### src/rtl/ps2_keyboard_if.sv
// Character port between the PS/2 keyboard front end and the MMU.
// The keyboard side drives the character head and status; the MMU side
// drives the read strobe that pops the head.
interface ps2_keyboard_if;
    logic       kb_data_receive;
    logic       kb_data_ready;
    logic [7:0] kb_ascii;
    logic       kb_parity_err;

    modport master (
        input  kb_data_receive,
        output kb_data_ready,
        output kb_ascii,
        output kb_parity_err
    );

    modport slave (
        output kb_data_receive,
        input  kb_data_ready,
        input  kb_ascii,
        input  kb_parity_err
    );
endinterface

### src/rtl/ps2_keyboard.sv
// PS/2 keyboard front end: synchronises the PS/2 pins, deframes 11-bit
// frames, tracks shift/break/extended prefixes, translates scancode set 2
// to ASCII and buffers characters in a small FIFO read by the MMU.
module ps2_keyboard #(
    parameter int FIFO_DEPTH     = 8,
    parameter int TIMEOUT_CYCLES = 50000
) (
    input  logic clk,
    input  logic rst,
    input  logic ps2_clk,
    input  logic ps2_data,
    ps2_keyboard_if.master kb
);

    localparam int AW = $clog2(FIFO_DEPTH);
    localparam int TW = $clog2(TIMEOUT_CYCLES + 1);
    localparam logic [AW:0]   DEPTH_C   = (AW+1)'(FIFO_DEPTH);
    localparam logic [TW-1:0] TIMEOUT_C = TW'(TIMEOUT_CYCLES);

    typedef enum logic [1:0] {IDLE, SHIFT, CHECK} state_t;

    // Scancode set 2 make code -> {mapped, ascii}; letters follow shift.
    function automatic logic [8:0] set2_ascii(input logic [7:0] code, input logic shift);
        logic [7:0] ch;
        logic       valid;
        logic       letter;
        ch     = 8'h00;
        valid  = 1'b1;
        letter = 1'b1;
        case (code)
            8'h1C: ch = "a";
            8'h32: ch = "b";
            8'h21: ch = "c";
            8'h23: ch = "d";
            8'h24: ch = "e";
            8'h2B: ch = "f";
            8'h34: ch = "g";
            8'h33: ch = "h";
            8'h43: ch = "i";
            8'h3B: ch = "j";
            8'h42: ch = "k";
            8'h4B: ch = "l";
            8'h3A: ch = "m";
            8'h31: ch = "n";
            8'h44: ch = "o";
            8'h4D: ch = "p";
            8'h15: ch = "q";
            8'h2D: ch = "r";
            8'h1B: ch = "s";
            8'h2C: ch = "t";
            8'h3C: ch = "u";
            8'h2A: ch = "v";
            8'h1D: ch = "w";
            8'h22: ch = "x";
            8'h35: ch = "y";
            8'h1A: ch = "z";
            8'h45: begin ch = "0"; letter = 1'b0; end
            8'h16: begin ch = "1"; letter = 1'b0; end
            8'h1E: begin ch = "2"; letter = 1'b0; end
            8'h26: begin ch = "3"; letter = 1'b0; end
            8'h25: begin ch = "4"; letter = 1'b0; end
            8'h2E: begin ch = "5"; letter = 1'b0; end
            8'h36: begin ch = "6"; letter = 1'b0; end
            8'h3D: begin ch = "7"; letter = 1'b0; end
            8'h3E: begin ch = "8"; letter = 1'b0; end
            8'h46: begin ch = "9"; letter = 1'b0; end
            8'h29: begin ch = 8'h20; letter = 1'b0; end
            8'h5A: begin ch = 8'h0D; letter = 1'b0; end
            8'h66: begin ch = 8'h08; letter = 1'b0; end
            8'h76: begin ch = 8'h1B; letter = 1'b0; end
            default: begin valid = 1'b0; letter = 1'b0; end
        endcase
        if (letter && shift) begin
            ch = ch - 8'h20;
        end
        return {valid, ch};
    endfunction

    logic clk_sync_p0, clk_sync_p1, clk_prev;
    logic data_sync_p0, data_sync_p1;
    logic fall;

    state_t        state, state_nx;
    logic [3:0]    bit_cnt, bit_cnt_nx;
    logic [9:0]    shreg, shreg_nx;
    logic [TW-1:0] to_cnt;
    logic          timed_out;
    logic          frame_ok, frame_bad;

    logic          vld_p2;
    logic [7:0]    byte_p2;

    logic          ext_flag, brk_flag, shift_flag;
    logic          ext_nx, brk_nx, shift_nx;
    logic          push;
    logic [7:0]    push_data;
    logic [8:0]    map;

    logic          recv_q, recv_prev;
    logic          pop_req, do_pop, do_push;
    logic [7:0]    mem [FIFO_DEPTH];
    logic [AW-1:0] wr_ptr, rd_ptr;
    logic [AW:0]   count;

    // Two-flop synchronisers for the asynchronous PS/2 pins plus edge history.
    always_ff @(posedge clk or negedge rst) begin
        if (!rst) begin
            clk_sync_p0  <= 1'b1;
            clk_sync_p1  <= 1'b1;
            clk_prev     <= 1'b1;
            data_sync_p0 <= 1'b1;
            data_sync_p1 <= 1'b1;
        end else begin
            clk_sync_p0  <= ps2_clk;
            clk_sync_p1  <= clk_sync_p0;
            clk_prev     <= clk_sync_p1;
            data_sync_p0 <= ps2_data;
            data_sync_p1 <= data_sync_p0;
        end
    end

    assign fall      = clk_prev & ~clk_sync_p1;
    assign timed_out = (to_cnt == TIMEOUT_C);

    // Frame state register, bit counter and shift register.
    always_ff @(posedge clk or negedge rst) begin
        if (!rst) begin
            state   <= IDLE;
            bit_cnt <= 4'd0;
            shreg   <= 10'd0;
        end else begin
            state   <= state_nx;
            bit_cnt <= bit_cnt_nx;
            shreg   <= shreg_nx;
        end
    end

    // Frame next-state: start bit, ten shifted bits, one-cycle check, timeout.
    always_comb begin
        state_nx   = state;
        bit_cnt_nx = bit_cnt;
        shreg_nx   = shreg;
        frame_ok   = 1'b0;
        frame_bad  = 1'b0;
        case (state)
            IDLE: begin
                if (fall && !data_sync_p1) begin
                    state_nx   = SHIFT;
                    bit_cnt_nx = 4'd0;
                end
            end
            SHIFT: begin
                if (fall) begin
                    shreg_nx   = {data_sync_p1, shreg[9:1]};
                    bit_cnt_nx = bit_cnt + 4'd1;
                    if (bit_cnt == 4'd9) begin
                        state_nx = CHECK;
                    end
                end else if (timed_out) begin
                    state_nx = IDLE;
                end
            end
            CHECK: begin
                state_nx = IDLE;
                if ((^shreg[8:0]) && shreg[9]) begin
                    frame_ok = 1'b1;
                end else begin
                    frame_bad = 1'b1;
                end
            end
            default: state_nx = IDLE;
        endcase
    end

    // Inactivity counter: cleared by every falling edge and while idle.
    always_ff @(posedge clk or negedge rst) begin
        if (!rst) begin
            to_cnt <= '0;
        end else if (fall || state == IDLE) begin
            to_cnt <= '0;
        end else if (!timed_out) begin
            to_cnt <= to_cnt + 1'b1;
        end
    end

    // CHECK result: hand a good byte to the decoder, flag a dropped frame.
    always_ff @(posedge clk or negedge rst) begin
        if (!rst) begin
            vld_p2           <= 1'b0;
            kb.kb_parity_err <= 1'b0;
        end else begin
            vld_p2           <= frame_ok;
            kb.kb_parity_err <= frame_bad;
        end
    end

    // Received byte travels alongside vld_p2 and needs no reset.
    always_ff @(posedge clk) begin
        byte_p2 <= shreg[7:0];
    end

    assign map = set2_ascii(byte_p2, shift_flag);

    // Decoder: prefix tracking, shift state and the push decision.
    always_comb begin
        ext_nx    = ext_flag;
        brk_nx    = brk_flag;
        shift_nx  = shift_flag;
        push      = 1'b0;
        push_data = map[7:0];
        if (vld_p2) begin
            if (byte_p2 == 8'hE0) begin
                ext_nx = 1'b1;
            end else if (byte_p2 == 8'hF0) begin
                brk_nx = 1'b1;
            end else if (ext_flag) begin
                ext_nx = 1'b0;
                brk_nx = 1'b0;
            end else if (brk_flag) begin
                brk_nx = 1'b0;
                if (byte_p2 == 8'h12 || byte_p2 == 8'h59) begin
                    shift_nx = 1'b0;
                end
            end else if (byte_p2 == 8'h12 || byte_p2 == 8'h59) begin
                shift_nx = 1'b1;
            end else begin
                push = map[8];
            end
        end
    end

    // Decoder flag registers.
    always_ff @(posedge clk or negedge rst) begin
        if (!rst) begin
            ext_flag   <= 1'b0;
            brk_flag   <= 1'b0;
            shift_flag <= 1'b0;
        end else begin
            ext_flag   <= ext_nx;
            brk_flag   <= brk_nx;
            shift_flag <= shift_nx;
        end
    end

    // Read strobe history; idles high so reset never fakes a rising edge.
    always_ff @(posedge clk or negedge rst) begin
        if (!rst) begin
            recv_q    <= 1'b1;
            recv_prev <= 1'b1;
        end else begin
            recv_q    <= kb.kb_data_receive;
            recv_prev <= recv_q;
        end
    end

    assign pop_req = recv_q & ~recv_prev;
    assign do_pop  = pop_req && (count != '0);
    assign do_push = push && ((count != DEPTH_C) || do_pop);

    // FIFO pointers and occupancy.
    always_ff @(posedge clk or negedge rst) begin
        if (!rst) begin
            wr_ptr <= '0;
            rd_ptr <= '0;
            count  <= '0;
        end else begin
            if (do_push) begin
                wr_ptr <= wr_ptr + 1'b1;
            end
            if (do_pop) begin
                rd_ptr <= rd_ptr + 1'b1;
            end
            case ({do_push, do_pop})
                2'b10:   count <= count + 1'b1;
                2'b01:   count <= count - 1'b1;
                default: count <= count;
            endcase
        end
    end

    // FIFO storage.
    always_ff @(posedge clk) begin
        if (do_push) begin
            mem[wr_ptr] <= push_data;
        end
    end

    // Registered head presented to the MMU.
    always_ff @(posedge clk or negedge rst) begin
        if (!rst) begin
            kb.kb_data_ready <= 1'b0;
            kb.kb_ascii      <= 8'h00;
        end else begin
            kb.kb_data_ready <= (count != '0);
            kb.kb_ascii      <= (count != '0) ? mem[rd_ptr] : 8'h00;
        end
    end

endmodule

### src/flat_wrapper.sv
// flat-port wrapper written by rule: the top's interface ports become plain ports
module ps2_keyboard_flat 
#(
    parameter int FIFO_DEPTH     = 8,
    parameter int TIMEOUT_CYCLES = 50000
)
  (clk, rst, ps2_clk, ps2_data, kb_kb_data_receive, kb_kb_data_ready, kb_kb_ascii, kb_kb_parity_err);
  ps2_keyboard_if kb_i ();
  input  logic clk;
  input  logic rst;
  input  logic ps2_clk;
  input  logic ps2_data;
  input wire logic [$bits(kb_i.kb_data_receive)-1:0] kb_kb_data_receive;
  output wire logic [$bits(kb_i.kb_data_ready)-1:0] kb_kb_data_ready;
  output wire logic [$bits(kb_i.kb_ascii)-1:0] kb_kb_ascii;
  output wire logic [$bits(kb_i.kb_parity_err)-1:0] kb_kb_parity_err;
  assign kb_i.kb_data_receive = kb_kb_data_receive;
  assign kb_kb_data_ready = kb_i.kb_data_ready;
  assign kb_kb_ascii = kb_i.kb_ascii;
  assign kb_kb_parity_err = kb_i.kb_parity_err;
  ps2_keyboard #(.FIFO_DEPTH(FIFO_DEPTH), .TIMEOUT_CYCLES(TIMEOUT_CYCLES)) u_core (.clk(clk), .rst(rst), .ps2_clk(ps2_clk), .ps2_data(ps2_data), .kb(kb_i));
endmodule
### config.mk
export PLATFORM = sky130hd
export DESIGN_NAME = ps2_keyboard_flat
export DESIGN_NICKNAME = d
export VERILOG_FILES = /design/src/rtl/ps2_keyboard_if.sv /design/src/rtl/ps2_keyboard.sv /design/src/flat_wrapper.sv
export SDC_FILE = /design/constraint.sdc
export NUM_CORES = 1
export LEC_CHECK = 0
export CAP_MARGIN = 10
export CORE_MARGIN = 4
export CORE_UTILIZATION = 40
export CTS_CLUSTER_DIAMETER = 120
export DETAILED_ROUTE_END_ITERATION = 16
export SYNTH_ARGS = -nofsm -noshare
export SYNTH_HDL_FRONTEND = slang
export SYNTH_SLANG_ARGS = --single-unit
### constraint.sdc
create_clock -name clk -period 3.8 [get_ports clk]
set_input_delay 0.76 -clock clk [delete_from_list [all_inputs] [get_ports clk]]
set_output_delay 0.76 -clock clk [all_outputs]
set_load 0.005 [all_outputs]
==> flow_metrics.tcl, run 1 <==
set metrics [dict create \
    synth_cells 512 \
    synth_edf_count 64 \
    synth_cell_types 70 \
    drive_gt1_share_pct 21.2 \
    slowest_delay_ps 690 \
    arrival_ps 3870 \
    max-slew-margin-rel_pct 27.0 \
    synth_xor_area_share_pct 3.53 \
    design.die.area_um2 18200 \
    min_path_type "primary input to async pin" \
    r2r_start "u_core.byte_p2[5]" \
    worstPathRequired_ps 4130 \
    dp_slack_ps 307 \
    fin_nets 555 \
    path_cells "or3b_1 > a211oi_2 > a211oi_1 > nor4bb_4 > a21oi_4 > nand2b_1 > inv_1 > ha_1 > a21o_1 > a21oi_1 > nand3b_1 > or3_1 > o2111ai_1" \
    clock-sinks 135 \
    final_cell_area_um2 7460 \
    ys_seq_area_share_pct 56.9 \
    drv_cap 0 \
    period_minus_slack_ps 3550 \
    boundaryPins 15 \
    wl_mm 13.0 \
    synthFlopType "edfxtp_1" \
    synthAdderAreaFrac_pct 2.06 \
    yosys.area_share.simple_pct 15.6 \
    post_cts_buffers 0 \
    antenna_found_initial 0 \
    cp-end-kind "register" \
    cp-start-kind "register" \
    synth_async_sr_flop_share_pct 46.7 \
    finalClockSkew_ps 6.24 \
    path_class "register to register" \
    dieWidth_um 135 \
    postSynthNetCount 527 \
    status "finished, final reports clean" \
    cts_tree "built" \
    period_share_pct 93.3 \
    cp_max_fo 16 \
    grt_max_degree 27 \
    grt_pass1_vias 4147 \
    cts.htree.levels 4 \
    synth-compound-area-share_pct 9.18 \
    hold_viol 0 \
    ant_nets 0 \
    setup_violations 0 \
    synthMuxAreaShare_pct 9.45 \
    ir_worst_vdd_v 0.000533 \
    postPlaceCellArea_um2 6880 \
    seq_area_um2 3670 \
    yosys_warnings 0 \
    route.detailed.wl_per_inst_um 16.8 \
    core_um2 15800 \
    power.density_nw_per_um2 633 \
    clock-root-buffer "clkbuf_16" \
    routed_via_density 5.47 \
    area_growth_pct 15.8 \
    crit_slowest_cell "dfxtp_1" \
    port_buffers 14 \
    syn_area_um2 6450 \
    hpwl_mm 8.69 \
    numCtsBuffers 17 \
    rsz0062_at_grt "false" \
    antenna_cells 0 \
    final.setup.tns_ps 0 \
    gp_congestion 0.905 \
    ys_ff_latch 135 \
    die_h_um 135 \
    grt_pass1_wl_mm 22.0 \
    hold-worst-slack_ps 332 \
    synth_top_family_by_area "simple AND/OR/NAND/NOR gates" \
    multi_input_area_um2 2570 \
    drt_iter0_drc 397 \
    rows 46 \
    tightest_slew_ps 1090 \
    clkTransAtPathRegs_ps 60 \
    drcViolationCount 0 \
    p_leak_uw 0.00275 \
    clk_path_buf_depth 2 \
    firstDrtPassIters 5 \
    nFillCells 1401 \
    floorplan.initialDensity_pct 40.7 \
    fmax_ghz 0.282 \
    grt_overflow 0 \
    grtUsageTotal_pct 15.5 \
    dr_total_vias 4205 \
    insertion_delay_ps 420 \
    report.final.slew_viol_count 0 \
    synth.avg_cell_area_um2 12.6 \
    fin_ws_ps 255 \
    startpoint "u_core.byte_p2[5]" \
]
state kept, by name, indices dropped and copies added (netlist names), 2 cells and up:
| register | flops |
|---|---|
| u_core.kb.kb_ascii | 8 |
| u_core.wr_ptr | 3 |
| u_core.to_cnt | 16 |
| u_core.bit_cnt | 4 |
| u_core.byte_p2 | 8 |
| u_core.state | 2 |
| u_core.mem | 64 |
| u_core.rd_ptr | 3 |
| u_core.shreg | 10 |
| u_core.count | 4 |
cells by family after synthesis:
group | after synthesis
xor+xnor | 26
buf+inv | 44
mux | 39
flops | 135
compound gates | 84
simple gates | 174
fa+ha+maj | 10
where the power goes:
part | internal [µW] | switching (µW)
Clock | 935 | 655
Combinational | 481 | 639
Sequential | 1740 | 278
layout make-up:
class,count,area share [%]
inverter,14,0.704
timing repair buffer,39,4.32
multi-input combinational,333,34.4
tap,216,3.62
clock inverter,14,1.88
sequential,135,49.2
clock buffer,18,5.88
cells in the mapped netlist (all sizes together), types with 3 or more instances:
library cell / count / area [µm²]
a211oi: 3 / 32.5
a21oi: 25 / 136
a22oi: 4 / 30.0
and2: 3 / 18.8
and3: 3 / 18.8
buf: 19 / 118
clkbuf: 11 / 41.3
dfrtp: 56 / 1400
dfstp: 7 / 184
dfxtp: 8 / 160
edfxtp: 64 / 1920
ha: 9 / 113
inv: 14 / 52.6
mux2: 12 / 139
mux2i: 11 / 110
mux4: 16 / 360
nand2: 33 / 124
nand2b: 10 / 62.6
nand3: 9 / 45.0
nand3b: 5 / 37.5
nand4: 6 / 37.5
nor2: 41 / 154
nor2b: 12 / 75.1
nor3: 11 / 55.1
nor3b: 3 / 22.5
nor4: 11 / 96.3
nor4b: 6 / 77.6
nor4bb: 3 / 45.0
o211ai: 4 / 40.0
o21ai: 21 / 116
o22ai: 4 / 31.3
or2: 3 / 18.8
or3: 8 / 50.1
xnor2: 17 / 149
xor2: 9 / 78.8
cell usage in the layout, fill, tap and decap left out, drive strengths merged, types with 5 or more instances in the layout:
cell	instances
mux4	16
buf	26
nor2b	12
clkdlybuf4s50	13
edfxtp	64
xnor2	17
nand3	9
clkbuf	18
dfstp	7
mux2i	11
inv	21
xor2	9
nand2b	10
nand3b	5
mux2	12
dfrtp	56
o21ai	21
nand4	6
nor4b	6
nor2	41
or3	8
a21oi	25
nor4	11
nand2	33
ha	9
nor3	11
dfxtp	8
final timing paths:
kind | cells past startpoint | to | slack [ps]
min in group clk | 0 | u_core.clk_sync_p1 | 360
min | 1 | u_core.kb.kb_ascii[2] | 330
max | 13 | u_core.count[3] | 250
min reg2reg | 0 | u_core.clk_sync_p1 | 360
max in group asynchronous | 2 | u_core.recv_q | 2640
max reg2reg | 13 | u_core.count[3] | 250
repair_timing:
action | in CTS | in global routing
hold buffers | 0 | 0
setup endpoints to repair | 0 | 1
hold endpoints to repair | 0 | 0
resized for setup | 0 | 2
routing by layer:
metal	vias to the layer above	GRT usage, %	wire length [µm]
met3	25	3.91	555
met5	-	0	0
li1	1966	-	-
met1	2080	21.2	5960
met2	134	24.7	6220
met4	0	4.59	214
metrics by stage:
stage	total power, µW	cells	util (%)
floorplan	2860	512	-
global placement	3150	737	43.5
detailed placement	3150	737	43.5
CTS	4760	769	47.1
global route	5000	769	47.2
finish	4730	769	47.2
worst max-delay path: cells and delay by family, from the launching register on:
family	cells	cell delay [ps]
AO/OA/AOI/OAI	6	1080
adder cells (fa/ha/maj)	1	270
buffers and inverters	1	80
flip-flops	1	690
AND/OR/NAND/NOR	5	1320
(Power assumes the default switching activity.)
==> inputs of run 2 (changes only) <==
--- a/config.mk
+++ b/config.mk
@@ -6,6 +6,7 @@
 export NUM_CORES = 1
 export LEC_CHECK = 0
 export CAP_MARGIN = 10
+export CORE_ASPECT_RATIO = 1.75
 export CORE_MARGIN = 4
 export CORE_UTILIZATION = 40
 export CTS_CLUSTER_DIAMETER = 120
==> run 2 against run 1 <==
Worst setup slack improved by 31 ps. First-iteration DRC count decreased by 43%. Via count decreased by 1.1%. Non-clock buffer count unchanged. Final cell count decreased by 3.5%. Flip-flop and latch count unchanged. Critical path type unchanged. Largest cell class unchanged. Highest routed layer unchanged.
==> flow_metrics.tcl, run 2 (same netlist as run 1, synthesis figures left out) <==
set metrics [dict create \
    status "finished, final reports clean" \
    min_path_type "register to register" \
    p_sw_uw 1610 \
    insertion_delay_ps 420 \
    grt_pass1_vias 4262 \
    fmax_ghz 0.285 \
    antenna_found_initial 0 \
    drt_iter0_drc 228 \
    r2r_start "u_core.byte_p2[3]" \
    final_cell_area_um2 7410 \
    gp_congestion 0.864 \
    grt_max_degree 41 \
    nFillCells 1432 \
    post_cts_buffers 0 \
    layout_commonest_cell "edfxtp_1" \
    grt_pass1_wl_mm 22.0 \
    ir_worst_vdd_v 0.000328 \
    arrival_ps 3850 \
    clock-sinks 135 \
    dp_slack_ps 221 \
    cp-end-kind "register" \
    rows 61 \
    largest_reg_flops 64 \
    routed_via_density 5.60 \
    startpoint "u_core.byte_p2[3]" \
    reg.largest.list "u_core.mem x64, u_core.to_cnt x16, u_core.shreg x10" \
    hold_viol 0 \
    drv_cap 0 \
    hpwl_mm 9.68 \
    finalClockSkew_ps 7.95 \
    grt_overflow 0 \
    fin_nets 555 \
    wl_mm 13.5 \
    setup_violations 0 \
    tightest_slew_ps 1120 \
    final.setup.tns_ps 0 \
    clk_path_buf_depth 2 \
    clkTransAtPathRegs_ps 60 \
    post_cts_resized 0 \
    cts.htree.levels 4 \
    path_class "register to register" \
    port_buffers 14 \
    fin_ws_ps 286 \
    numCtsBuffers 17 \
    drcViolationCount 0 \
    design.die.area_um2 18300 \
    boundaryPins 15 \
    rsz0062_at_grt "false" \
    cts_tree "built" \
    area_growth_pct 15.0 \
    hp-start "u_core.data_sync_p0" \
    total_power_uw 4700 \
    sw_frac_of_total_pct 34.3 \
    cp-start-kind "register" \
    p_int_uw 3090 \
    route.detailed.wl_per_inst_um 18.2 \
    final_cell_mix "64 x edfxtp_1, 56 x dfrtp_1, 41 x nor2_1" \
    clock-root-buffer "clkbuf_16" \
    postPlaceCellArea_um2 6850 \
    drive_gt1_share_pct 21.3 \
    dr_total_vias 4158 \
    report.final.slew_viol_count 0 \
    ant_nets 0 \
    worstPathRequired_ps 4130 \
    core_um2 15900 \
    die_h_um 176 \
    seqPwrFrac_pct 42.8 \
    hold_buffers 0 \
    max-slew-margin-rel_pct 25.1 \
    combPwrFrac_pct 24.3 \
    cp_max_fo 16 \
    antenna_cells 0 \
    p_clk_share_pct 32.9 \
    grtUsageTotal_pct 15.6 \
    regMostFlops "u_core.mem" \
    period_minus_slack_ps 3510 \
    dieWidth_um 104 \
    firstDrtPassIters 4 \
    power.density_nw_per_um2 634 \
    floorplan.initialDensity_pct 40.6 \
    period_share_pct 92.5 \
    p_leak_uw 0.00274 \
]
[run 2: cell count changes in the layout (fill, tap and decap cells not counted), sizes merged]
| cell | delta |
|---|---|
| inv | +2 |
| bufinv | -1 |
| clkinvlp | -1 |
| clkinv | +1 |
| clkbuf | -1 |
[run 2: worst paths after layout]
kind / to / slack [ps] / cells past startpoint
worst max-delay path: u_core.count[3] / 290 / 13
worst min-delay path: u_core.data_sync_p1 / 350 / 0
worst max register to register: u_core.count[3] / 290 / 13
worst min register to register: u_core.data_sync_p1 / 350 / 0
max in group asynchronous: u_core.recv_prev / 2420 / 2
min in group asynchronous: u_core.shreg[3] / 490 / 1
[run 2: worst max-delay path, cell delays in order (launching register included)]
cell       delay [ps]
dfxtp_1           650
nor2b_1           250
a221oi_2          340
o22ai_2           170
nor4_4            470
a21oi_4           100
nand2b_1          180
inv_1             100
ha_1              230
a21o_1            180
a21oi_1           260
nand3b_1          100
or3_1             310
o2111ai_1          80
[run 2: power groups by stage]
stage	Clock (µW)	Sequential [µW]	Combinational, µW
2_1_floorplan	0	1860	1010
3_3_place_gp	0	2030	1130
3_5_place_dp	0	2030	1140
4_1_cts	1590	2000	1140
5_1_grt	1650	2040	1240
6_report	1550	2010	1140
[run 2: layout make-up]
cell class	instances	area, µm²	share of cell area (%)
Clock inverter	15	135	1.82
Tap cell	189	236	3.19
Multi-Input combinational cell	333	2570	34.7
Timing Repair Buffer	39	323	4.35
Sequential cell	135	3670	49.5
Inverter	14	52.6	0.709
Clock buffer	17	425	5.74
[run 2: routing by layer]
metal  part of all wire, %  up-vias  GRT usage, %
li1                      -     1964             -
met1                    37     2077          16.0
met2                    56       80          29.3
met3                   2.7       37          3.22
met4                   4.1        0          8.71
met5                     0        -             0
[run 2: through the flow]
stage / cells / hold slack (ps) / util (%)
floorplan: 512 / 345 / -
global placement: 710 / 346 / 43.1
detailed placement: 710 / 347 / 43.1
CTS: 742 / 352 / 46.7
global route: 742 / 358 / 46.7
finish: 742 / 351 / 46.7
